`src/rtl/egg_field_manager.sv`:
```
// Collectible egg manager: per-egg ACTIVE/WAIT FSMs on a fixed slot table, LFSR-driven
// respawn placement, single-winner collection arbitration and a ripple-carry BCD score.
module egg_field_manager #(
    parameter int          NUM_EGGS      = 4,
    parameter int          SCORE_DIGITS  = 4,
    parameter int          RESPAWN_TICKS = 60,
    parameter int          CHAR_SIZE     = 32,
    parameter int          EGG_SIZE      = 32,
    parameter logic [15:0] LFSR_SEED     = 16'hACE1
) (
    input  logic                      clk,
    input  logic                      rst,
    input  logic                      tick,
    input  logic [10:0]               yoshi_x,
    input  logic [9:0]                yoshi_y,
    output logic [11*NUM_EGGS-1:0]    egg_x,
    output logic [10*NUM_EGGS-1:0]    egg_y,
    output logic [NUM_EGGS-1:0]       egg_valid,
    output logic [4*SCORE_DIGITS-1:0] score_bcd,
    output logic                      collect,
    output logic                      score_wrap
);

    localparam int          CNT_W       = $clog2(RESPAWN_TICKS + 1);
    localparam logic [CNT_W-1:0] RESPAWN_CNT = CNT_W'(RESPAWN_TICKS);
    localparam logic [CNT_W-1:0] CNT_ONE     = CNT_W'(1);
    localparam logic [15:0] SEED        = (LFSR_SEED == 16'h0000) ? 16'h0001 : LFSR_SEED;
    localparam logic [11:0] EGG_X12     = 12'(EGG_SIZE);
    localparam logic [11:0] CHAR_X12    = 12'(CHAR_SIZE);
    localparam logic [10:0] EGG_Y11     = 11'(EGG_SIZE);
    localparam logic [10:0] CHAR_Y11    = 11'(CHAR_SIZE);

    typedef enum logic {
        ST_ACTIVE = 1'b0,
        ST_WAIT   = 1'b1
    } egg_state_t;

    function automatic logic [9:0] slot_y(input logic [1:0] lvl);
        logic [9:0] r;
        case (lvl)
            2'd0:    r = 10'd732;
            2'd1:    r = 10'd573;
            2'd2:    r = 10'd393;
            default: r = 10'd213;
        endcase
        return r;
    endfunction

    function automatic logic [10:0] slot_x(input logic [1:0] lvl, input logic [2:0] col);
        logic [10:0] r;
        case (lvl)
            2'd0: begin
                case (col)
                    3'd0:    r = 11'd140;
                    3'd1:    r = 11'd350;
                    3'd2:    r = 11'd560;
                    3'd3:    r = 11'd770;
                    default: r = 11'd980;
                endcase
            end
            2'd2: begin
                case (col)
                    3'd0:    r = 11'd80;
                    3'd1:    r = 11'd420;
                    3'd2:    r = 11'd785;
                    3'd3:    r = 11'd971;
                    default: r = 11'd1157;
                endcase
            end
            default: begin
                case (col)
                    3'd0:    r = 11'd280;
                    3'd1:    r = 11'd450;
                    3'd2:    r = 11'd620;
                    3'd3:    r = 11'd790;
                    default: r = 11'd960;
                endcase
            end
        endcase
        return r;
    endfunction

    // Column draws 5..7 fold back onto 0..2 so every draw maps to a real slot.
    function automatic logic [2:0] fold_col(input logic [2:0] c);
        return (c >= 3'd5) ? (c - 3'd5) : c;
    endfunction

    egg_state_t        state_q [NUM_EGGS];
    egg_state_t        state_d [NUM_EGGS];
    logic [CNT_W-1:0]  cnt_q   [NUM_EGGS];
    logic [CNT_W-1:0]  cnt_d   [NUM_EGGS];
    logic [10:0]       ex_q    [NUM_EGGS];
    logic [10:0]       ex_d    [NUM_EGGS];
    logic [9:0]        ey_q    [NUM_EGGS];
    logic [9:0]        ey_d    [NUM_EGGS];
    logic [3:0]        score_q [SCORE_DIGITS];
    logic [3:0]        score_d [SCORE_DIGITS];
    logic [15:0]       lfsr_q, lfsr_d;
    logic              collect_q, wrap_q, wrap_d;

    logic [NUM_EGGS-1:0] overlap, grant, place_ok;
    logic                any_grant, blocked, placing_seen, carry;
    logic [10:0]         cand_x;
    logic [9:0]          cand_y;

    assign lfsr_d = {lfsr_q[14:0], lfsr_q[15] ^ lfsr_q[13] ^ lfsr_q[12] ^ lfsr_q[10]};
    assign cand_x = slot_x(lfsr_q[1:0], fold_col(lfsr_q[4:2]));
    assign cand_y = slot_y(lfsr_q[1:0]);

    always_comb begin : arbitration
        overlap      = '0;
        grant        = '0;
        place_ok     = '0;
        any_grant    = 1'b0;
        blocked      = 1'b0;
        placing_seen = 1'b0;
        for (int i = 0; i < NUM_EGGS; i++) begin
            overlap[i] = (state_q[i] == ST_ACTIVE)
                      && ({1'b0, yoshi_x} <= {1'b0, ex_q[i]} + EGG_X12)
                      && ({1'b0, yoshi_x} + CHAR_X12 >= {1'b0, ex_q[i]})
                      && ({1'b0, yoshi_y} <= {1'b0, ey_q[i]} + EGG_Y11)
                      && ({1'b0, yoshi_y} + CHAR_Y11 >= {1'b0, ey_q[i]});
            if (state_q[i] == ST_ACTIVE && ex_q[i] == cand_x && ey_q[i] == cand_y)
                blocked = 1'b1;
        end
        // All placers share one candidate, so only the lowest-index one can ever land.
        for (int i = 0; i < NUM_EGGS; i++) begin
            if (overlap[i] && !any_grant) begin
                grant[i]  = 1'b1;
                any_grant = 1'b1;
            end
            if (state_q[i] == ST_WAIT && cnt_q[i] == '0) begin
                if (!blocked && !placing_seen)
                    place_ok[i] = 1'b1;
                placing_seen = 1'b1;
            end
        end
    end

    always_comb begin : egg_next
        for (int i = 0; i < NUM_EGGS; i++) begin
            state_d[i] = state_q[i];
            cnt_d[i]   = cnt_q[i];
            ex_d[i]    = ex_q[i];
            ey_d[i]    = ey_q[i];
            case (state_q[i])
                ST_ACTIVE: begin
                    if (grant[i]) begin
                        state_d[i] = ST_WAIT;
                        cnt_d[i]   = RESPAWN_CNT;
                    end
                end
                default: begin
                    if (cnt_q[i] != '0) begin
                        if (tick)
                            cnt_d[i] = cnt_q[i] - CNT_ONE;
                    end else if (place_ok[i]) begin
                        state_d[i] = ST_ACTIVE;
                        ex_d[i]    = cand_x;
                        ey_d[i]    = cand_y;
                    end
                end
            endcase
        end
    end

    always_comb begin : score_next
        carry = any_grant;
        for (int d = 0; d < SCORE_DIGITS; d++) begin
            score_d[d] = score_q[d];
            if (carry) begin
                if (score_q[d] == 4'd9) begin
                    score_d[d] = 4'd0;
                end else begin
                    score_d[d] = score_q[d] + 4'd1;
                    carry      = 1'b0;
                end
            end
        end
        wrap_d = carry;
    end

    always_ff @(posedge clk or negedge rst) begin
        if (!rst) begin
            lfsr_q    <= SEED;
            collect_q <= 1'b0;
            wrap_q    <= 1'b0;
            for (int i = 0; i < NUM_EGGS; i++) begin
                state_q[i] <= ST_ACTIVE;
                cnt_q[i]   <= '0;
                ex_q[i]    <= slot_x(2'd1, 3'(i));
                ey_q[i]    <= slot_y(2'd1);
            end
            for (int d = 0; d < SCORE_DIGITS; d++)
                score_q[d] <= 4'd0;
        end else begin
            lfsr_q    <= lfsr_d;
            collect_q <= any_grant;
            wrap_q    <= wrap_d;
            for (int i = 0; i < NUM_EGGS; i++) begin
                state_q[i] <= state_d[i];
                cnt_q[i]   <= cnt_d[i];
                ex_q[i]    <= ex_d[i];
                ey_q[i]    <= ey_d[i];
            end
            for (int d = 0; d < SCORE_DIGITS; d++)
                score_q[d] <= score_d[d];
        end
    end

    always_comb begin : pack_outputs
        egg_x     = '0;
        egg_y     = '0;
        egg_valid = '0;
        score_bcd = '0;
        for (int i = 0; i < NUM_EGGS; i++) begin
            egg_x[11*i +: 11] = ex_q[i];
            egg_y[10*i +: 10] = ey_q[i];
            egg_valid[i]      = (state_q[i] == ST_ACTIVE);
        end
        for (int d = 0; d < SCORE_DIGITS; d++)
            score_bcd[4*d +: 4] = score_q[d];
    end

    assign collect    = collect_q;
    assign score_wrap = wrap_q;

endmodule
```
`config.mk`:
```
export PLATFORM = sky130hd
export DESIGN_NAME = egg_field_manager
export DESIGN_NICKNAME = d
export VERILOG_FILES = /design/src/rtl/egg_field_manager.sv
export SDC_FILE = /design/constraint.sdc
export NUM_CORES = 1
export LEC_CHECK = 0
export BUFFER_PORTS_ARGS = -buffer_cell sky130_fd_sc_hd__buf_2
export CORE_AREA = 2 2 181 165
export CTS_CLUSTER_SIZE = 8
export DETAILED_ROUTE_END_ITERATION = 16
export DIE_AREA = 0 0 183 167
export GPL_ROUTABILITY_DRIVEN = 0
export GPL_TIMING_DRIVEN = 0
export PLACE_DENSITY_LB_ADDON = 0.15
export SLEW_MARGIN = 5
export SYNTH_ARGS = -nofsm -noshare
export SYNTH_HDL_FRONTEND = slang
export SYNTH_SLANG_ARGS = --single-unit
```
`constraint.sdc`:
```
create_clock -name clk -period 11.64 [get_ports clk]
set_input_delay 0.582 -clock clk [delete_from_list [all_inputs] [get_ports clk]]
set_output_delay 0.582 -clock clk [all_outputs]
set_load 0.02 [all_outputs]
```
==> results of run 1 <==
-- state kept, by name (all words and copies together), names as in the netlist --
name	flops
egg_x	44
egg_y	32
cnt_q	24
lfsr_q	16
score_bcd	16
state_q	4
collect	1
score_wrap	1
-- metrics by stage --
step	area, µm²	setup WS, ns	power, W
2_1_floorplan	11400	8.00	0.00128
3_3_place_gp	12500	7.02	0.00153
3_5_place_dp	12500	7.01	0.00154
4_1_cts	13100	7.00	0.00211
5_1_grt	13100	6.68	0.00224
6_report	13100	7.01	0.00210
-- where the power goes --
group          internal [W]  total (W)  switching (W)
combinational      0.000340   0.000802       0.000462
clock              0.000306   0.000555       0.000249
sequential         0.000603   0.000740       0.000137
-- cell families after synthesis --
family | Yosys count | share of synthesized area (%)
compound gates | 213 | 13.4
fa+ha+maj | 146 | 16.1
mux | 81 | 9.64
buf+inv | 150 | 5.97
flops | 138 | 30.9
simple gates | 318 | 15.3
other cells | 1 | 0.0330
xor+xnor | 113 | 8.70
-- worst max-delay path: cells and delay by family (launching register included) --
family | cells | cell delay [ns]
XOR/XNOR | 1 | 0.23
buffers and inverters | 5 | 0.90
AO/OA/AOI/OAI | 2 | 1.11
flip-flops | 1 | 0.37
adder cells (fa/ha/maj) | 1 | 0.29
multiplexers | 1 | 0.30
AND/OR/NAND/NOR | 5 | 1.27
-- worst max path at each step --
stage           endpoint  depth (start not counted)
6_report       egg_y[28]                         15
5_1_grt        egg_y[28]                         15
4_1_cts        egg_y[28]                         15
3_5_place_dp    egg_y[8]                         15
3_3_place_gp   egg_x[23]                         15
2_1_floorplan  egg_x[22]                         15
-- layer usage --
layer | global-route usage (%) | up-vias | wire length [µm]
met3 | 3.43 | 37 | 1400
met1 | 31.9 | 4505 | 16600
met5 | 0 | - | 0
met4 | 5.74 | 0 | 626
met2 | 35.3 | 243 | 15300
li1 | - | 4478 | -
-- cells in the final DEF, fill, tap and decap left out, types with 4 or more instances in the layout --
master,instances
mux2_4,56
o21a_1,12
ha_1,146
and3_1,15
nor3_1,41
mux2i_1,21
nand2_1,49
dfrtp_1,93
xor2_1,18
inv_1,109
a32o_1,5
or4_1,7
a211o_1,5
inv_6,5
a31oi_1,5
a21o_1,24
mux2_2,4
o211ai_1,18
nor3b_1,5
nand2b_1,19
buf_4,10
or3_1,6
buf_2,133
conb_1,4
nand4_1,32
clkbuf_16,17
nor4_1,10
nand3_1,55
o21ai_1,4
xnor2_1,95
a21oi_1,41
buf_6,10
nor2b_1,15
clkbuf_1,13
o22ai_1,8
dfstp_2,45
a211oi_1,7
nor2_1,38
o21ai_0,39
a2111oi_0,4
-- layout make-up --
class | count | area share (%)
multi-input cells | 875 | 55.0
flip-flops and latches | 138 | 26.8
repair buffers | 126 | 5.04
well taps | 366 | 3.50
clock buffers | 19 | 3.39
inverters | 109 | 3.13
plain buffers | 41 | 2.07
clock inverters | 13 | 1.01
==> results.yml, run 1 <==
grt:
  grt_max_degree: 71
  grt_pass1_vias: 8893
  antenna_found_initial: 1
  grt_overflow_total: 0
  grt_pass1_wl_um: 52100
  grt_usage_pct: 22.4
worst_setup_path:
  crit_path_frequent_cell: "buf_2"
  cp_slowest_stage_delay_ns: 0.78
  critPathMaxFanout: 10
  crit_type: "reg2reg"
  worstRegToRegCells: 15
  cp-start-kind: "register"
  cpMaxStageDelayCell: "a21oi_1"
  r2r_end: "egg_y[28]"
  startpoint: "lfsr_q[2]"
  reg2reg_from: "lfsr_q[2]"
  worstSetupEndpointType: "register"
  crit_path_cell_trace: "buf_2 > buf_2 > inv_1 > ha_1 > buf_2 > and2_1 > a21oi_1 > xor2_1 > or4_1 > a2111oi_2 > nand4_1 > nand4_2 > nor2_1 > buf_6 > mux2_4"
  crit_arrival_ns: 4.94
  required_ns: 11.95
  r2r_slack_ns: 7.01
clock_network:
  cts_resized: 0
  cts_tree: "yes"
  hold_buffers: 0
  clockRootBuffer: "clkbuf_16"
  postCtsSetupBuffers: 0
  cts_buffers: 17
  clk_latency_ns: 0.43
  htree_levels: 4
  clkSinkCount: 138
  clk_path_buf_depth: 2
  path_clk_slew_ns: 0.07
finish:
  regArea_um2: 3510
  drive_above_1_share_pct: 23.5
  fin_cells: 1687
  finish.utilization_pct: 45.6
  area_delta_synth_final_pct: 15.0
  num_antenna_cells: 0
  multi_input_area_um2: 7190
  nFillCells: 2758
  num-nets-final: 1478
synth:
  async_flop_share_pct: 100
  syn_inst: 1160
  synth_area_leaders: "dfrtp_1 (20%), ha_1 (16%), dfstp_2 (10%), mux2_4 (7.4%), xnor2_1 (7.3%)"
  yosys-top-cells-count: "ha_1 (146), inv_1 (109), xnor2_1 (95), dfrtp_1 (93), mux2_4 (56)"
  synth.largest_area_cell: "dfrtp_1"
  ys_warn_count: 0
  synth_seq_cells: 138
  synth_most_common_cell: "ha_1"
  avgSynthCellArea_um2: 9.80
  syn_area_um2: 11400
  synth_enable_flop_cells: 0
  yosys.area.top_type_share_pct: 20.5
  ys_seq_area_share_pct: 30.9
  synth_ff_type: "dfrtp_1"
  yosysUniqueCellTypes: 81
floorplanning:
  die_h_um: 167
  die_area_um2: 30600
  ioPinCount: 130
  die_x_um: 183
  start_util_pct: 39.7
  rows: 59
  core-area_um2: 28600
timing:
  period_share_pct: 39.8
  min_period_ns: 4.63
  tightest_slew_ns: 1.25
  fin_skew_ns: 0.0124
  drv_slew: 0
  fmax_mhz: 216
  rsz0062_at_grt: "false"
  hold_slack_ns: 0.143
  relSlewSlack_pct: 16.5
  setup_viol: 0
  hold_violations: 0
  tns_ns: 0
pwr:
  p_leak_nw: 5.95
  power_density_nw_per_um2: 160
  peakVddDrop_mv: 0.102
min_path:
  hp-class: "in2async"
detailed_routing:
  vias: 9263
  drc: 0
  first_pass_iters: 5
  initialDrtViolationCount: 542
  avgRoutedWirePerCell_um: 20.1
  viasPerCell: 5.49
  wl_um: 33900
  ant_nets: 0
placed_design:
  place_hpwl_um: 25500
  io_buffer_count: 125
  place_inst: 1655
status:
  status: "finished, final reports clean"
run:
  cap_violations: 0
No activity file was read; power rests on OpenSTA's default activity.
==> inputs of run 2 (changes only) <==
==> constraint.sdc (replaced) <==
create_clock -name clk -period 3.9 [get_ports clk]
set_input_delay 0.195 -clock clk [delete_from_list [all_inputs] [get_ports clk]]
set_output_delay 0.195 -clock clk [all_outputs]
set_load 0.02 [all_outputs]
==> results.yml, run 2 (synthesized netlist as in run 1, its figures left out) <==
worst_setup_path:
  crit_path_frequent_cell: "nor3_2"
  endpoint: "cnt_q[1]"
  startpoint: "egg_y[8]"
  worstRegToRegCells: 10
  path_depth: 10
  crit_buf_inv: 1
  worstSetupEndpointType: "register"
  crit_type: "reg2reg"
  cp-start-kind: "register"
  crit_arrival_ns: 4.17
  required_ns: 4.23
  cpMaxStageDelayCell: "nor3_2"
  cp_slowest_stage_delay_ns: 0.57
  critPathMaxFanout: 8
  path_delay_family: "simple AND/OR/NAND/NOR gates"
  r2r_slack_ns: 0.06
  crit_path_cell_trace: "inv_1 > ha_1 > or4_1 > a21oi_1 > a21bo_2 > a311oi_1 > nor3_2 > nor3_2 > nand2_1 > a32o_1"
  r2r_end: "cnt_q[1]"
  reg2reg_from: "egg_y[8]"
clock_network:
  htree_levels: 4
  clockRootBuffer: "clkbuf_16"
  path_clk_slew_ns: 0.07
  clk_path_buf_depth: 2
  clkSinkCount: 138
  cts_tree: "yes"
  clk_latency_ns: 0.43
  cts_buffers: 17
timing:
  setup_viol: 0
  tightest_slew_ns: 0.693
  finalWorstSetupSlack_ns: 0.0559
  hold_slack_ns: 0.199
  fin_skew_ns: 0.0142
  min_period_ns: 3.84
  rsz0062_at_grt: "true"
  hold_violations: 0
  relSlewSlack_pct: 53.8
  drv_slew: 0
  fmax_mhz: 260
  period_share_pct: 98.6
grt:
  grt_max_degree: 71
  antenna_found_initial: 1
  grt_pass1_wl_um: 52600
  grt_overflow_total: 0
  grt_pass1_vias: 9028
  grt_usage_pct: 22.5
finish:
  area_delta_synth_final_pct: 19.8
  final_common_cell: "ha_1"
  num_antenna_cells: 0
  largest_reg_flops: 44
  finish.utilization_pct: 47.5
  num-nets-final: 1504
  mostFrequentLayoutCells: "ha_1 (142), buf_2 (128), inv_1 (107)"
  postLayoutCellArea_um2: 13600
  drive_above_1_share_pct: 27.5
status:
  status: "finished, final reports clean"
detailed_routing:
  initialDrtViolationCount: 595
  first_pass_iters: 5
  drc: 0
  wl_um: 35000
  vias: 9454
  ant_nets: 0
  viasPerCell: 5.52
  avgRoutedWirePerCell_um: 20.5
placed_design:
  place_hpwl_um: 25500
  dp_slack_ns: -0.728
  dpl_cell_area_um2: 12500
  io_buffer_count: 125
min_path:
  hp-class: "in2reg"
floorplanning:
  die_x_um: 183
  die_area_um2: 30600
  start_util_pct: 39.7
  core-area_um2: 28600
  rows: 59
  ioPinCount: 130
  die_h_um: 167
pwr:
  p_leak_nw: 6.17
  peakVddDrop_mv: 0.307
  power_density_nw_per_um2: 464
run:
  cap_violations: 0
==> run 2: cell count changes in the layout (fill, tap and decap cells not counted), sizes merged <==
cell         before  now
inv             116  115
clkinvlp          3    4
buf             155  183
dlygate4sd3       0    1
clkbuf           31   28
==> run 2: layout make-up <==
| class | instances | area (µm²) |
|---|---|---|
| Tap cell | 366 | 458 |
| Inverter | 109 | 413 |
| Buffer | 35 | 282 |
| Clock buffer | 19 | 443 |
| Clock inverter | 13 | 133 |
| Fill cell | 2720 | 15000 |
| Sequential cell | 138 | 3510 |
| Timing Repair Buffer | 158 | 951 |
| Multi-Input combinational cell | 875 | 7430 |
==> run 2: routing by layer <==
| metal | share of wire (%) | global-route usage [%] | vias up |
|---|---|---|---|
| met5 | 0 | 0 | - |
| met2 | 45 | 35.3 | 284 |
| li1 | - | - | 4526 |
| met4 | 2.5 | 6.54 | 0 |
| met1 | 48 | 32.2 | 4593 |
| met3 | 4.4 | 3.30 | 51 |
==> run 2: timing repair <==
| item | in CTS | in global routing |
|---|---|---|
| pin swaps | 9 | 13 |
| resized for setup | 19 | 50 |
| hold buffers | 1 | 0 |
| gates cloned | 0 | 2 |
| setup buffers | 13 | 16 |
| hold endpoints to repair | 32 | 0 |
| endpoints found under the setup margin | 94 | 89 |
==> run 2: how the worst min path moves through the flow <==
stage	from	to	slack, ns	cells after the start
6_report	tick	cnt_q[18]	0.20	3
5_1_grt	tick	cnt_q[18]	0.23	3
4_1_cts	tick	cnt_q[18]	0.18	3
3_5_place_dp	rst	egg_x[1]	0.25	1
3_3_place_gp	lfsr_q[14]	lfsr_q[15]	0.34	0
2_1_floorplan	rst	cnt_q[0]	-0.10	0
==> run 2: worst register-to-register path, cell delays in order, from the launching register on <==
cell and delay [ns]:
dfrtp_1 0.53, inv_1 0.14, ha_1 0.23, or4_1 0.51
a21oi_1 0.12, a21bo_2 0.24, a311oi_1 0.54, nor3_2 0.12
nor3_2 0.57, nand2_1 0.39, a32o_1 0.35
==> run 2: metrics by stage <==
stage | cells | setup TNS (ns) | total power, W
after floorplan | 1163 | 0 | 0.00383
after global placement | 1654 | -50.62 | 0.00457
after detailed placement | 1655 | -51.54 | 0.00461
after CTS | 1698 | 0 | 0.00631
after global routing | 1713 | -0.419 | 0.00673
final | 1713 | 0 | 0.00631
==> run 2: power breakdown <==
part | switching (W) | internal [W] | total [W]
Sequential | 0.000408 | 0.00180 | 0.00221
Clock | 0.000751 | 0.000915 | 0.00167
Combinational | 0.00141 | 0.00103 | 0.00244
==> inputs of run 3 (changes only) <==
--- a/config.mk
+++ b/config.mk
@@ -5,11 +5,12 @@
 export SDC_FILE = /design/constraint.sdc
 export NUM_CORES = 1
 export LEC_CHECK = 0
+export ABC_AREA = 1
 export BUFFER_PORTS_ARGS = -buffer_cell sky130_fd_sc_hd__buf_2
-export CORE_AREA = 2 2 181 165
+export CORE_AREA = 2 2 184 168
 export CTS_CLUSTER_SIZE = 8
 export DETAILED_ROUTE_END_ITERATION = 16
-export DIE_AREA = 0 0 183 167
+export DIE_AREA = 0 0 186 170
 export GPL_ROUTABILITY_DRIVEN = 0
 export GPL_TIMING_DRIVEN = 0
 export PLACE_DENSITY_LB_ADDON = 0.15
==> results.yml, run 3 <==
timing:
  tns_ns: 0
  fmax_mhz: 275
  drv_slew: 0
  period_share_pct: 93.3
  min_period_ns: 3.64
  hold_violations: 0
  relSlewSlack_pct: 41.6
  setup_viol: 0
  tightest_slew_ns: 0.867
  rsz0062_at_grt: "false"
  fin_skew_ns: 0.0122
synth:
  syn_area_um2: 11700
  synth.largest_area_cell: "dfrtp_1"
  yosys.area.top_type_share_pct: 19.9
  synth_seq_cells: 138
  ys_seq_area_share_pct: 30.1
  async_flop_share_pct: 100
  ys_warn_count: 0
  synth_most_common_cell: "nand2_1"
  syn_inst: 1604
  yosys-top-cells-count: "nand2_1 (414), inv_1 (202), ha_1 (146), nor2_1 (126), nand3_1 (110)"
  avgSynthCellArea_um2: 7.28
  yosysUniqueCellTypes: 50
  synth_enable_flop_cells: 0
  synth_area_leaders: "dfrtp_1 (20%), ha_1 (16%), nand2_1 (13%), dfstp_2 (10%), inv_1 (6.5%)"
  synth_ff_type: "dfrtp_1"
detailed_routing:
  avgRoutedWirePerCell_um: 17.1
  drc: 0
  initialDrtViolationCount: 842
  viasPerCell: 5.17
  wl_um: 37200
  ant_nets: 0
  vias: 11200
  first_pass_iters: 5
min_path:
  min_to: "cnt_q[19]"
  hp-start: "tick"
  hp-class: "in2reg"
  whs_path_depth: 3
floorplanning:
  rows: 60
  start_util_pct: 39.4
  die_h_um: 170
  core-area_um2: 29700
  die_x_um: 186
  die_area_um2: 31600
  ioPinCount: 130
finish:
  num_antenna_cells: 0
  largest_reg_flops: 44
  regArea_um2: 3510
  final_common_cell: "nand2_1"
  area_delta_synth_final_pct: 15.0
  num-nets-final: 1922
  mostFrequentLayoutCells: "nand2_1 (414), inv_1 (201), ha_1 (146)"
  nFillCells: 3046
  multi_input_area_um2: 7140
  drive_above_1_share_pct: 17.5
clock_network:
  htree_levels: 4
  path_clk_slew_ns: 0.06
  clkSinkCount: 138
  clockRootBuffer: "clkbuf_16"
  clk_latency_ns: 0.43
  cts_buffers: 17
  clk_path_buf_depth: 2
  postCtsSetupBuffers: 0
  cts_tree: "yes"
worst_setup_path:
  crit_arrival_ns: 3.99
  cp-start-kind: "register"
  required_ns: 4.26
  critPathMaxFanout: 10
  worstSetupEndpointType: "register"
  r2r_slack_ns: 0.26
  worstRegToRegCells: 18
  r2r_end: "egg_x[20]"
  crit_type: "reg2reg"
  reg2reg_from: "lfsr_q[0]"
pwr:
  finalPower_w: 0.00712
  p_leak_nw: 6.79
  power_density_nw_per_um2: 531
  peakVddDrop_mv: 0.374
grt:
  grt_max_degree: 71
  grt_overflow_total: 0
  grt_usage_pct: 23.8
  grt_pass1_wl_um: 57800
  antenna_found_initial: 0
  grt_pass1_vias: 10300
placed_design:
  io_buffer_count: 125
  place_hpwl_um: 29200
run:
  cap_violations: 0
status:
  status: "finished, final reports clean"
[run 3: what timing repair did]
action                                  in CTS  in global routing
gates resized for setup                      0                  4
endpoints found under the setup margin       0                 15
hold endpoints to repair                    42                  0
hold buffers                                 1                  0
[run 3: worst max-delay path, stage by stage (launching register included)]
cell	delay [ns]
dfstp_2	0.62
inv_1	0.10
ha_1	0.28
o21ai_0	0.71
nand2_1	0.11
nand2_1	0.10
nand3_1	0.09
nor2_1	0.09
nand3_1	0.06
nand3b_1	0.20
nor2_1	0.11
nand4_1	0.18
nand2_2	0.20
nor2_2	0.08
nand3b_2	0.14
buf_6	0.18
buf_8	0.17
nand2_2	0.06
o21ai_2	0.06
[run 3: cells by family after synthesis]
logic type	share of synthesized area, %
flip-flops	30.1
AO/OA/AOI/OAI	9.34
other	0.0321
XOR/XNOR	4.13
buffers and inverters	8.88
adder cells (fa/ha/maj)	15.7
AND/OR/NAND/NOR	31.9
[run 3: metrics by stage]
step           setup WS [ns]  cells  cell area, µm²  hold slack [ns]  utilization, %
6_report               0.261   2168           13400            0.166            45.3
5_1_grt               0.0342   2168           13400            0.170            45.3
4_1_cts                0.160   2169           13400            0.161            45.2
3_5_place_dp          -0.133   2136           12800            0.267            43.3
3_3_place_gp         -0.0935   2135           12800            0.335            43.2
2_1_floorplan           1.00   1607           11700           -0.101               -
[run 3: layout make-up]
class	count	share of cell area [%]
Tap cell	403	3.76
Sequential cell	138	26.2
Timing Repair Buffer	127	4.99
Clock inverter	14	0.960
Buffer	40	1.74
Clock buffer	18	3.20
Multi-Input combinational cell	1215	53.2
Inverter	213	5.99
[run 3: power breakdown]
| group | total, W | leakage [nW] | switching, W | internal (W) |
|---|---|---|---|---|
| Sequential | 0.00234 | 1.64 | 0.000483 | 0.00186 |
| Clock | 0.00158 | 0.259 | 0.000743 | 0.000841 |
| Combinational | 0.00320 | 4.89 | 0.00202 | 0.00117 |
[run 3: how the worst max path moves through the flow]
stage	from	endpoint	slack, ns	cells past startpoint
floorplan	egg_x[18]	score_bcd[5]	1.0	17
global placement	yoshi_x[7]	cnt_q[13]	-0.09	17
detailed placement	yoshi_x[7]	cnt_q[16]	-0.13	17
CTS	egg_y[5]	cnt_q[16]	0.16	15
global route	egg_x[5]	cnt_q[16]	0.03	18
finish	lfsr_q[0]	egg_x[20]	0.26	18
[run 3: layer usage]
layer  track usage, %  share of wire [%]
met2             36.2                 43
met3             5.09                6.7
met1             34.9                 49
met4             4.07                1.5
met5                0                  0
